### src/rtl/modexp_pkg.sv
// +----------------------------------------------------------------------+
// | modexp_pkg : widths and state encodings shared by residue/montprod   |
// | Revision   : 1.0                                                     |
// +----------------------------------------------------------------------+
`default_nettype none

package modexp_pkg;

  localparam int OPW = 32;
  localparam int ADW = 8;
  localparam int ITW = 15;

  typedef enum logic [2:0] {
    IDLE   = 3'd0,
    INIT   = 3'd1,
    SHIFT  = 3'd2,
    DECIDE = 3'd3,
    SUB    = 3'd4,
    DONE   = 3'd5
  } state_e;

  typedef enum logic {
    ALU_SHIFT = 1'b0,
    ALU_SUB   = 1'b1
  } alu_mode_e;

endpackage

`default_nettype wire

### src/rtl/residue_if.sv
// +----------------------------------------------------------------------+
// | residue_if : start/ready handshake and word-serial memory ports      |
// | Revision   : 1.0                                                     |
// +----------------------------------------------------------------------+
`default_nettype none

interface residue_if;
  import modexp_pkg::*;

  logic           calculate;
  logic           ready;
  logic [ADW-1:0] length;
  logic [ADW-1:0] opm_addr;
  logic [OPW-1:0] opm_data;
  logic [ADW-1:0] nn_rd_addr;
  logic [OPW-1:0] nn_rd_data;
  logic [ADW-1:0] nn_wr_addr;
  logic [OPW-1:0] nn_wr_data;
  logic           nn_we;

  modport master (
    input  calculate, length, opm_data, nn_rd_data,
    output ready, opm_addr, nn_rd_addr, nn_wr_addr, nn_wr_data, nn_we
  );

  modport slave (
    output calculate, length, opm_data, nn_rd_data,
    input  ready, opm_addr, nn_rd_addr, nn_wr_addr, nn_wr_data, nn_we
  );

endinterface

`default_nettype wire

### src/rtl/residue_word_alu.sv
// +----------------------------------------------------------------------+
// | residue_word_alu : per-word shift-with-compare or subtract datapath  |
// | Revision         : 1.0                                               |
// +----------------------------------------------------------------------+
`default_nettype none

module residue_word_alu
  import modexp_pkg::*;
(
  input  logic [OPW-1:0] a_i,
  input  logic [OPW-1:0] b_i,
  input  logic           cin_i,
  input  logic           bin_i,
  input  alu_mode_e      mode_i,
  output logic [OPW-1:0] word_o,
  output logic           cout_o,
  output logic           cmp_bout_o
);

  logic [OPW-1:0] w_shl;
  logic [OPW:0]   w_sub;
  logic [OPW:0]   w_cmp;

  always_comb begin
    w_shl = {a_i[OPW-2:0], cin_i};
    w_sub = {1'b0, a_i} - {1'b0, b_i} - {{OPW{1'b0}}, cin_i};
    // Trial subtract of the shifted word: only the borrow chain matters.
    w_cmp = {1'b0, w_shl} - {1'b0, b_i} - {{OPW{1'b0}}, bin_i};
    if (mode_i == ALU_SHIFT) begin
      word_o = w_shl;
      cout_o = a_i[OPW-1];
    end else begin
      word_o = w_sub[OPW-1:0];
      cout_o = w_sub[OPW];
    end
    cmp_bout_o = w_cmp[OPW];
  end

endmodule

`default_nettype wire

### src/rtl/residue.sv
// +----------------------------------------------------------------------+
// | residue  : computes NN = R^2 mod M by repeated modular doubling      |
// | Revision : 1.0                                                       |
// +----------------------------------------------------------------------+
`default_nettype none

module residue
  import modexp_pkg::*;
(
  input  logic       clk,
  input  logic       reset,
  residue_if.master  bus
);

  state_e         state_q, state_d;
  logic [ADW-1:0] len_q,   len_d;
  logic [ADW-1:0] idx_q,   idx_d;
  logic [ITW-1:0] iter_q,  iter_d;
  logic           carry_q, carry_d;
  logic           borrow_q, borrow_d;

  logic [ADW-1:0] w_last_idx;
  logic [OPW-1:0] w_word;
  logic           w_cout;
  logic           w_cmp_bout;
  alu_mode_e      w_mode;

  assign w_last_idx = len_q - ADW'(1);

  residue_word_alu u_alu (
    .a_i        (bus.nn_rd_data),
    .b_i        (bus.opm_data),
    .cin_i      (carry_q),
    .bin_i      (borrow_q),
    .mode_i     (w_mode),
    .word_o     (w_word),
    .cout_o     (w_cout),
    .cmp_bout_o (w_cmp_bout)
  );

  always_ff @(posedge clk) begin
    if (reset) begin
      state_q  <= IDLE;
      len_q    <= '0;
      idx_q    <= '0;
      iter_q   <= '0;
      carry_q  <= 1'b0;
      borrow_q <= 1'b0;
    end else begin
      state_q  <= state_d;
      len_q    <= len_d;
      idx_q    <= idx_d;
      iter_q   <= iter_d;
      carry_q  <= carry_d;
      borrow_q <= borrow_d;
    end
  end

  always_comb begin
    state_d        = state_q;
    len_d          = len_q;
    idx_d          = idx_q;
    iter_d         = iter_q;
    carry_d        = carry_q;
    borrow_d       = borrow_q;
    w_mode         = ALU_SHIFT;
    bus.ready      = 1'b0;
    bus.nn_we      = 1'b0;
    bus.opm_addr   = '0;
    bus.nn_rd_addr = '0;
    bus.nn_wr_addr = '0;
    bus.nn_wr_data = '0;

    case (state_q)
      IDLE: begin
        bus.ready = 1'b1;
        if (bus.calculate) begin
          len_d    = bus.length;
          idx_d    = bus.length - ADW'(1);
          carry_d  = 1'b0;
          borrow_d = 1'b0;
          state_d  = (bus.length == '0) ? DONE : INIT;
        end
      end

      INIT: begin
        bus.nn_we      = 1'b1;
        bus.nn_wr_addr = idx_q;
        bus.nn_wr_data = (idx_q == w_last_idx) ? OPW'(1) : '0;
        if (idx_q == '0) begin
          idx_d   = w_last_idx;
          iter_d  = ITW'({len_q, 6'b0});
          state_d = SHIFT;
        end else begin
          idx_d = idx_q - ADW'(1);
        end
      end

      SHIFT: begin
        bus.nn_we      = 1'b1;
        bus.opm_addr   = idx_q;
        bus.nn_rd_addr = idx_q;
        bus.nn_wr_addr = idx_q;
        bus.nn_wr_data = w_word;
        carry_d        = w_cout;
        borrow_d       = w_cmp_bout;
        if (idx_q == '0) begin
          state_d = DECIDE;
        end else begin
          idx_d = idx_q - ADW'(1);
        end
      end

      DECIDE: begin
        idx_d   = w_last_idx;
        carry_d = 1'b0;
        // 2*NN >= M when it overflowed N bits or the trial subtract did not borrow.
        if (carry_q || !borrow_q) begin
          state_d = SUB;
        end else begin
          borrow_d = 1'b0;
          iter_d   = iter_q - ITW'(1);
          state_d  = (iter_q == ITW'(1)) ? DONE : SHIFT;
        end
      end

      SUB: begin
        w_mode         = ALU_SUB;
        bus.nn_we      = 1'b1;
        bus.opm_addr   = idx_q;
        bus.nn_rd_addr = idx_q;
        bus.nn_wr_addr = idx_q;
        bus.nn_wr_data = w_word;
        carry_d        = w_cout;
        if (idx_q == '0) begin
          carry_d  = 1'b0;
          borrow_d = 1'b0;
          idx_d    = w_last_idx;
          iter_d   = iter_q - ITW'(1);
          state_d  = (iter_q == ITW'(1)) ? DONE : SHIFT;
        end else begin
          idx_d = idx_q - ADW'(1);
        end
      end

      DONE: begin
        state_d = IDLE;
      end

      default: begin
        state_d = IDLE;
      end
    endcase
  end

endmodule

`default_nettype wire

### src/flat_wrapper.sv
// flat-port wrapper written by rule: the top's interface ports become plain ports
module residue_flat import modexp_pkg::*;
  (clk, reset, bus_calculate, bus_length, bus_opm_data, bus_nn_rd_data, bus_ready, bus_opm_addr, bus_nn_rd_addr, bus_nn_wr_addr, bus_nn_wr_data, bus_nn_we);
  residue_if bus_i ();
  input  logic clk;
  input  logic reset;
  input wire logic [$bits(bus_i.calculate)-1:0] bus_calculate;
  input wire logic [$bits(bus_i.length)-1:0] bus_length;
  input wire logic [$bits(bus_i.opm_data)-1:0] bus_opm_data;
  input wire logic [$bits(bus_i.nn_rd_data)-1:0] bus_nn_rd_data;
  output wire logic [$bits(bus_i.ready)-1:0] bus_ready;
  output wire logic [$bits(bus_i.opm_addr)-1:0] bus_opm_addr;
  output wire logic [$bits(bus_i.nn_rd_addr)-1:0] bus_nn_rd_addr;
  output wire logic [$bits(bus_i.nn_wr_addr)-1:0] bus_nn_wr_addr;
  output wire logic [$bits(bus_i.nn_wr_data)-1:0] bus_nn_wr_data;
  output wire logic [$bits(bus_i.nn_we)-1:0] bus_nn_we;
  assign bus_i.calculate = bus_calculate;
  assign bus_i.length = bus_length;
  assign bus_i.opm_data = bus_opm_data;
  assign bus_i.nn_rd_data = bus_nn_rd_data;
  assign bus_ready = bus_i.ready;
  assign bus_opm_addr = bus_i.opm_addr;
  assign bus_nn_rd_addr = bus_i.nn_rd_addr;
  assign bus_nn_wr_addr = bus_i.nn_wr_addr;
  assign bus_nn_wr_data = bus_i.nn_wr_data;
  assign bus_nn_we = bus_i.nn_we;
  residue u_core (.clk(clk), .reset(reset), .bus(bus_i));
endmodule
### config.mk
export PLATFORM = sky130hd
export DESIGN_NAME = residue_flat
export DESIGN_NICKNAME = d
export VERILOG_FILES = /design/src/rtl/modexp_pkg.sv /design/src/rtl/residue_if.sv /design/src/rtl/residue_word_alu.sv /design/src/rtl/residue.sv /design/src/flat_wrapper.sv
export SDC_FILE = /design/constraint.sdc
export NUM_CORES = 1
export LEC_CHECK = 0
export ABC_AREA = 1
export CORE_UTILIZATION = 50
export CTS_CLUSTER_SIZE = 25
export DETAILED_ROUTE_END_ITERATION = 8
export HOLD_SLACK_MARGIN = 0.12
export PLACE_DENSITY = 0.78
export SLEW_MARGIN = 10
export SYNTH_ARGS = -nofsm -noshare
export SYNTH_HDL_FRONTEND = slang
export SYNTH_SLANG_ARGS = --single-unit
### constraint.sdc
create_clock -name clk -period 3.9 [get_ports clk]
set_input_delay 0.975 -clock clk [delete_from_list [all_inputs] [get_ports clk]]
set_output_delay 0.975 -clock clk [all_outputs]
set_load 0.01 [all_outputs]
==> results of run 1 <==
-- stage by stage --
step / hold WS (ns) / setup slack (ns)
2_1_floorplan: 0.444 / 0.0375
4_1_cts: 0.475 / -0.212
3_3_place_gp: 0.456 / -1.22
3_5_place_dp: 0.465 / -1.21
-- repair_timing --
action,4_1_cts
hold buffers,0
endpoints found under the setup margin,32
buffers inserted,87
pin swaps,216
resized for setup,656
hold endpoints to repair,0
-- layer usage --
| metal | GRT usage, % | overflow |
|---|---|---|
| met5 | 13.9 | 1 |
| met3 | 54.5 | 1 |
| met2 | 95.1 | 60 |
| met1 | 69.8 | 0 |
| met4 | 83.5 | 46 |
-- logic make-up after synthesis --
logic type / Yosys count
AOI/OAI and AO/OA: 224
xor gates and xnor gates: 30
adders and majority gates: 131
buffers and inverters: 337
DFF: 36
and+or+nand+nor: 499
==> flow_results.org, run 1 <==
** Clock tree
- Number of clock buffers inserted by TritonCTS :: 5
- Total number of clock tree sinks :: 36
- Level count of the clock H-tree :: 2
- Counting along the longest clock path gives a buffer depth of 2.
- CTS placed an instance of clkbuf_16 at the clock tree root.

** Synth
- Post-synthesis instance area :: 7310 um^2
- Simple logic cell fraction of the synthesized area :: 29.1%
- Syn_area_per_cell :: 5.82 um^2
- Synthesis handed over a netlist of 1257 instances.
- The synthesized design spends more area on one cell type than any other, namely ha_1.
- After synthesis, the share of flip-flops with an asynchronous set or reset is 0%.
- Number of flip-flops and latches in the synthesized netlist :: 36
- Share of Yosys cell area claimed by the top area cell type :: between 20 and 25%
- For this run, the register share of the synthesized area comes to 9.86%.
- The number of nets handed over by synthesis was about 1500.
- Summing the areas of all xor and xnor instances in the mapped netlist gives 3.59% of the synthesized area.
- Most frequent cell after synthesis :: inv_1
- After Yosys synthesis, full adders, half adders and majority gates account for 22.6% of the synthesized area.
- Mux cell area share after synthesis :: 0%
- Top cells by area in the synthesized netlist :: ha_1, inv_1, nand2_1
- Main combinational cell family by area after synthesis :: simple AND/OR/NAND/NOR gates
- Total of warnings raised by yosys :: 0
- For this run, the leading register cell type out of synthesis is dfxtp_1.
- Cell types with the highest counts after synthesis :: inv_1, nand2_1, ha_1
- The synthesized netlist devotes between 15 and 20% of its cell area to compound gates.
- Number of enable-type register cells in the synthesized netlist :: 0
- Synthesis instantiated 46 different standard cells from the library.

** Run status
- The flow did not finish.
- The tool reported: "[ERROR GRT-0232] Routing congestion too high. Check the congestion heatmap in the GUI".
- The flow stopped in 5_1_grt.

** STA
- When the global-route repair_timing finished, the worst setup path ended at bus_nn_wr_data[23].
- After the last repair the worst path ends at an output port.

** Die
- The die is 123 um tall.
- The die is 123 um wide.
- Rows :: 43
- # IOs :: roughly 130
- Initial cell density of the core :: 51.9%

** Placed design
- The placed instances occupy a cell area of 9720 um^2.
- Placer Congestion :: 0.969
- Post-DP HPWL :: 18.0 mm
- Number of placed instances with taps included :: 1679
- Count of input and output buffers :: 132

** Global routing
- The total overflow left after global routing is 108.
- Global routing used 73.8% of the available tracks across all layers.
- Largest net degree at the start of global routing :: 31
==> run 2: changes to the inputs <==
Settings changed: CORE_UTILIZATION 50 to 40, CTS_CLUSTER_SIZE 25 to not set, HOLD_SLACK_MARGIN 0.12 to not set, PLACE_DENSITY 0.78 to not set, PLACE_DENSITY_LB_ADDON set to 0.15.
Clock period 3.9 ns to 5.1 ns, I/O delays scaled along.
==> run 2 against run 1 <==
  * Synthesized area is the same
  * The flow now finishes without violations
  * Synthesized cell count stayed put
==> flow_results.org, run 2 <==
** Synth
- The number of flops mapped to enable cells by yosys is 0 (unchanged).
- Share of Yosys cell area claimed by the top area cell type :: 22.1% (unchanged)
- Top cells by area in the synthesized netlist :: ha_1, inv_1, nand2_1 (unchanged)
- The synthesized instance count is 1257 (unchanged).
- Post-synthesis instance area :: 7310 um^2 (unchanged)
- The post-synthesis async set-or-reset flop share was 0% (unchanged).
- Flip-flop cell with the highest count after synthesis :: dfxtp_1 (unchanged)
- Cell types with the highest counts after synthesis: inv_1, nand2_1, ha_1 (unchanged).
- The most repeated cell in the gate-level netlist after synthesis is inv_1 (unchanged).
- The part of the Yosys area used for sequential elements is 9.86% (unchanged).
- The average size of a mapped cell came to 5.82 um^2 (unchanged).
- The distinct cell type count of the synthesized netlist was 46 (unchanged).
- The most area-hungry cell type in the Yosys netlist is ha_1 (unchanged).
- The synthesis-stage register bit count is 36 (unchanged).
- Synth Net Count :: 1463 (unchanged)
- Total of warnings raised by yosys :: 0 (unchanged)

** Die
- DIE WIDTH :: 137 um (was 123 um)
- Height of the die :: 137 um (was 123 um)
- The total number of placement rows was 49 (was 43).
- Floorplan Core Area :: approximately 18000 um^2
- The starting density of the core came to 40.7% (was 51.9%).
- The number of primary I/O pins was 133 (unchanged).
- The die covers approximately 19000 um^2.

** Cells and area
- Most frequent cells in the layout :: inv_1, nand2_1, buf_4
- Largest reg by FF count :: u_core.iter_q
- Most common cell after layout, fill and taps aside :: inv_1
- The register with the most flip-flops in the layout has 15 of them.
- Fill cells in the final layout number 1762.
- From synthesis to final layout, the design area changed by 47.5%.
- Share of layout cells above drive strength 1 :: 23.1%
- Once layout is complete, the cells apart from fillers number 1753.
- Registers with the most flip-flops :: u_core.iter_q: 15 flops, u_core.idx_q: 8 flops, u_core.len_q: 8 flops
- The number of antenna diodes in the final layout is 0.
- In the final design database the tool counted 1729 nets.

** Power
- Clock network fraction of design power :: 10.4%
- The analysis attributes to net switching a power of ~1800 uW.
- In this run the static leakage power is 0.00576 uW.
- Of the total power, combinational logic draws 75.7%.
- Across the VDD grid, the largest voltage drop is 304 uV.
- Switching part of the total :: 50.9%
- Total power :: 3440 uW
- Ratio of total power to cell area :: 319 nW/um^2
- Cell internal power was estimated by the tool at 1690 uW.
- Sequential cells burn about 14% of the power.

** Clock tree
- The count of clock tree sinks came to 36 (unchanged).
- For the worst-skew pair, the clock arrives at the later sink with an insertion delay of 0.29 ns.
- The maximum count of clock buffers along a single path was 2 (unchanged).
- Number of clock buffers inserted by TritonCTS :: 5 (unchanged)
- The count of H-tree levels built during CTS came to 2 (unchanged).
- TritonCTS built the clock tree.
- Clock-pin slew was measured on the worst setup and hold paths at 0.06 ns.
- The clock tree root driver cell is clkbuf_16 (unchanged).

** STA
- Transition time at the pin with the least slew margin :: 0.764 ns
- Setup repair after global routing could not meet its margin everywhere.
- Based on the critical path, the design can be clocked at up to ~200 MHz.
- The number of hold-slack violations in the final timing report came to 0.
- Between clock sinks in the finished design, the worst skew comes to between 0.007 and 0.008 ns.
- Max transition margin :: 48.9%
- Hold timing on the final database bottoms out at a slack of about 0.48 ns.
- The smallest clock period supported by the final layout is computed as 5.04 ns.
- The final count of pins violating max slew was 0.
- After routing, the total negative slack on setup checks comes to 0 ns.
- Setup violations remaining at the end of the flow were counted as 0.
- Part of the cycle the worst path needs :: 98.9%

** Routing
- The detailed router placed approximately 8600 vias in this run.
- Routed wire length :: 22.5 mm
- Post-Route M1 WL :: 10.5 mm
- Met3 WL post-DR :: 815 um
- Remaining antenna violation count after routing :: 0
- The first detailed-routing pass took 5 iterations.
- In the detailed route, the total length drawn on met2 is around 11 mm.
- Top metal layer carrying routed signals :: met4
- Detail-routed net length per standard cell :: 12.8 um
- After detailed routing, the number of vias per cell comes to 4.89.
- In this run, the number of DRC markers left after iteration 0 of detailed routing was slightly below 400.
- In the routed design, unresolved DRC markers number 0.

** Worst setup path
- The critical path goes through clkdlybuf4s50_1, inv_1, ha_1, inv_2, ha_4, buf_4, nand2_4, nor2_4, nor2_2, buf_6, nor2_2, nor2_2, nand2_2, buf_4, nand2_1, nand3_2, nand2_1, inv_1, clkdlybuf4s15_2.
- The worst setup path is of the primary input to output port kind.
- At the worst endpoint, the required time is 3.83 ns.
- RR Endpoint :: u_core.carry_q
- Critical path endpoint :: bus_nn_wr_data[15]
- The critical path runs through a total of 19 cells.
- For the worst setup path, the data arrival time is 3.77 ns.
- Worst setup SP type :: primary input
- Cell class contributing the biggest share of worst-path delay :: buffers and inverters
- Reg-to-reg setup timing slack :: 2.46 ns
- The worst setup path is captured at an output port.
- The critical path starts at bus_nn_rd_data[9].
- Most Frequent Cell on Critical Path :: nor2_2
- Cell depth of the worst flop-to-flop path :: 19
- Together, buffers and inverters on the worst path number 8.
- Of all nets on the critical path, the largest fanout is 4.
- Max incr delay on CP :: 0.46 ns
- On the critical path, the stage with the largest delay is an instance of clkdlybuf4s50_1.
- The worst register-to-register path begins at u_core.carry_q.

** Placed design
- The port buffer count is 132 (unchanged).
- The number of cells in the design after placement came to 1719 (was 1679).
- The routability congestion estimate is 0.896 (was 0.969).
- The HPWL reported at the end of detailed placement was 17.9 mm (was 18.0 mm).

** Global routing
- Largest net degree at the start of global routing :: 28
- Global routing finished with a remaining overflow of 0.
- Global-route usage over all layers :: 23.7%
- Vias in the first global route :: just under 8000
- Number of antenna violations at the first check in global routing :: 0
- The first global-routing pass estimated between 30 and 40 mm of wire.

** Min path
- The worst hold path belongs to the class register to register.

** Run status
- Run status :: completed (was aborted with a tool error)

** Flow run
- The tool flagged a number of max-cap violations equal to 0.
## run 2: per-layer routing
metal,up-vias,track usage (%)
met5,-,0
met4,0,5.98
met2,183,41.9
met1,3874,30.8
met3,34,2.24
li1,4484,-
## run 2: final cells by class
class                           count  area (um^2)  area share [%]
Clock buffer                        5          125            1.16
Clock inverter                      3         42.5           0.395
Inverter                          313         1170            10.9
Multi-Input combinational cell    884         6020            55.9
Sequential cell                    36          721            6.68
Tap cell                          229          287            2.66
Timing Repair Buffer              283         2410            22.3
## run 2: cells by family after synthesis
family	Yosys count	synth area share, %
simple gates	499	29.1
buf+inv	337	18.0
compound gates	224	16.8
fa+ha+maj	131	22.6
flops	36	9.86
xor+xnor	30	3.59
## run 2: worst min-delay path, cell delays in order (launching register included)
cell and delay [ns]:
dfxtp_1 0.31, nand2_1 0.06, a21oi_1 0.06
## run 2: per-stage QoR
step	setup slack (ns)	instance area [um^2]	util, %
CTS	0.00357	10400	57.8
global route	-0.0960	10800	60.0
finish	0.0556	10800	60.0
global placement	-0.601	9720	54.1
floorplan	0.638	7310	-
detailed placement	-0.624	9720	54.1
## run 2: worst min path at each step
| stage | startpoint | endpoint | slack, ns | cells past startpoint |
|---|---|---|---|---|
| floorplan | u_core.iter_q[8] | u_core.iter_q[8] | 0.44 | 2 |
| global placement | u_core.iter_q[8] | u_core.iter_q[8] | 0.45 | 2 |
| detailed placement | u_core.borrow_q | u_core.borrow_q | 0.47 | 2 |
| CTS | u_core.borrow_q | u_core.borrow_q | 0.48 | 2 |
| global route | u_core.borrow_q | u_core.borrow_q | 0.50 | 2 |
| finish | u_core.iter_q[8] | u_core.iter_q[8] | 0.48 | 2 |
## run 2: repair_timing
item / in CTS / in global routing
resized for setup: 134 / 133
buffers inserted: 17 / 9
pin swaps: 34 / 43
hold buffers: 0 / 0
endpoints found under the setup margin: 28 / 24
## run 2: power groups by stage
stage                     clock [uW]  combinational [uW]  sequential, uW
after floorplan                    0                1580             453
after global placement             0                2360             477
after detailed placement           0                2370             480
after CTS                        361                2480             474
after global routing             378                2900             488
final                            358                2600             476
Note: power is estimated with default switching activity, not from simulation.
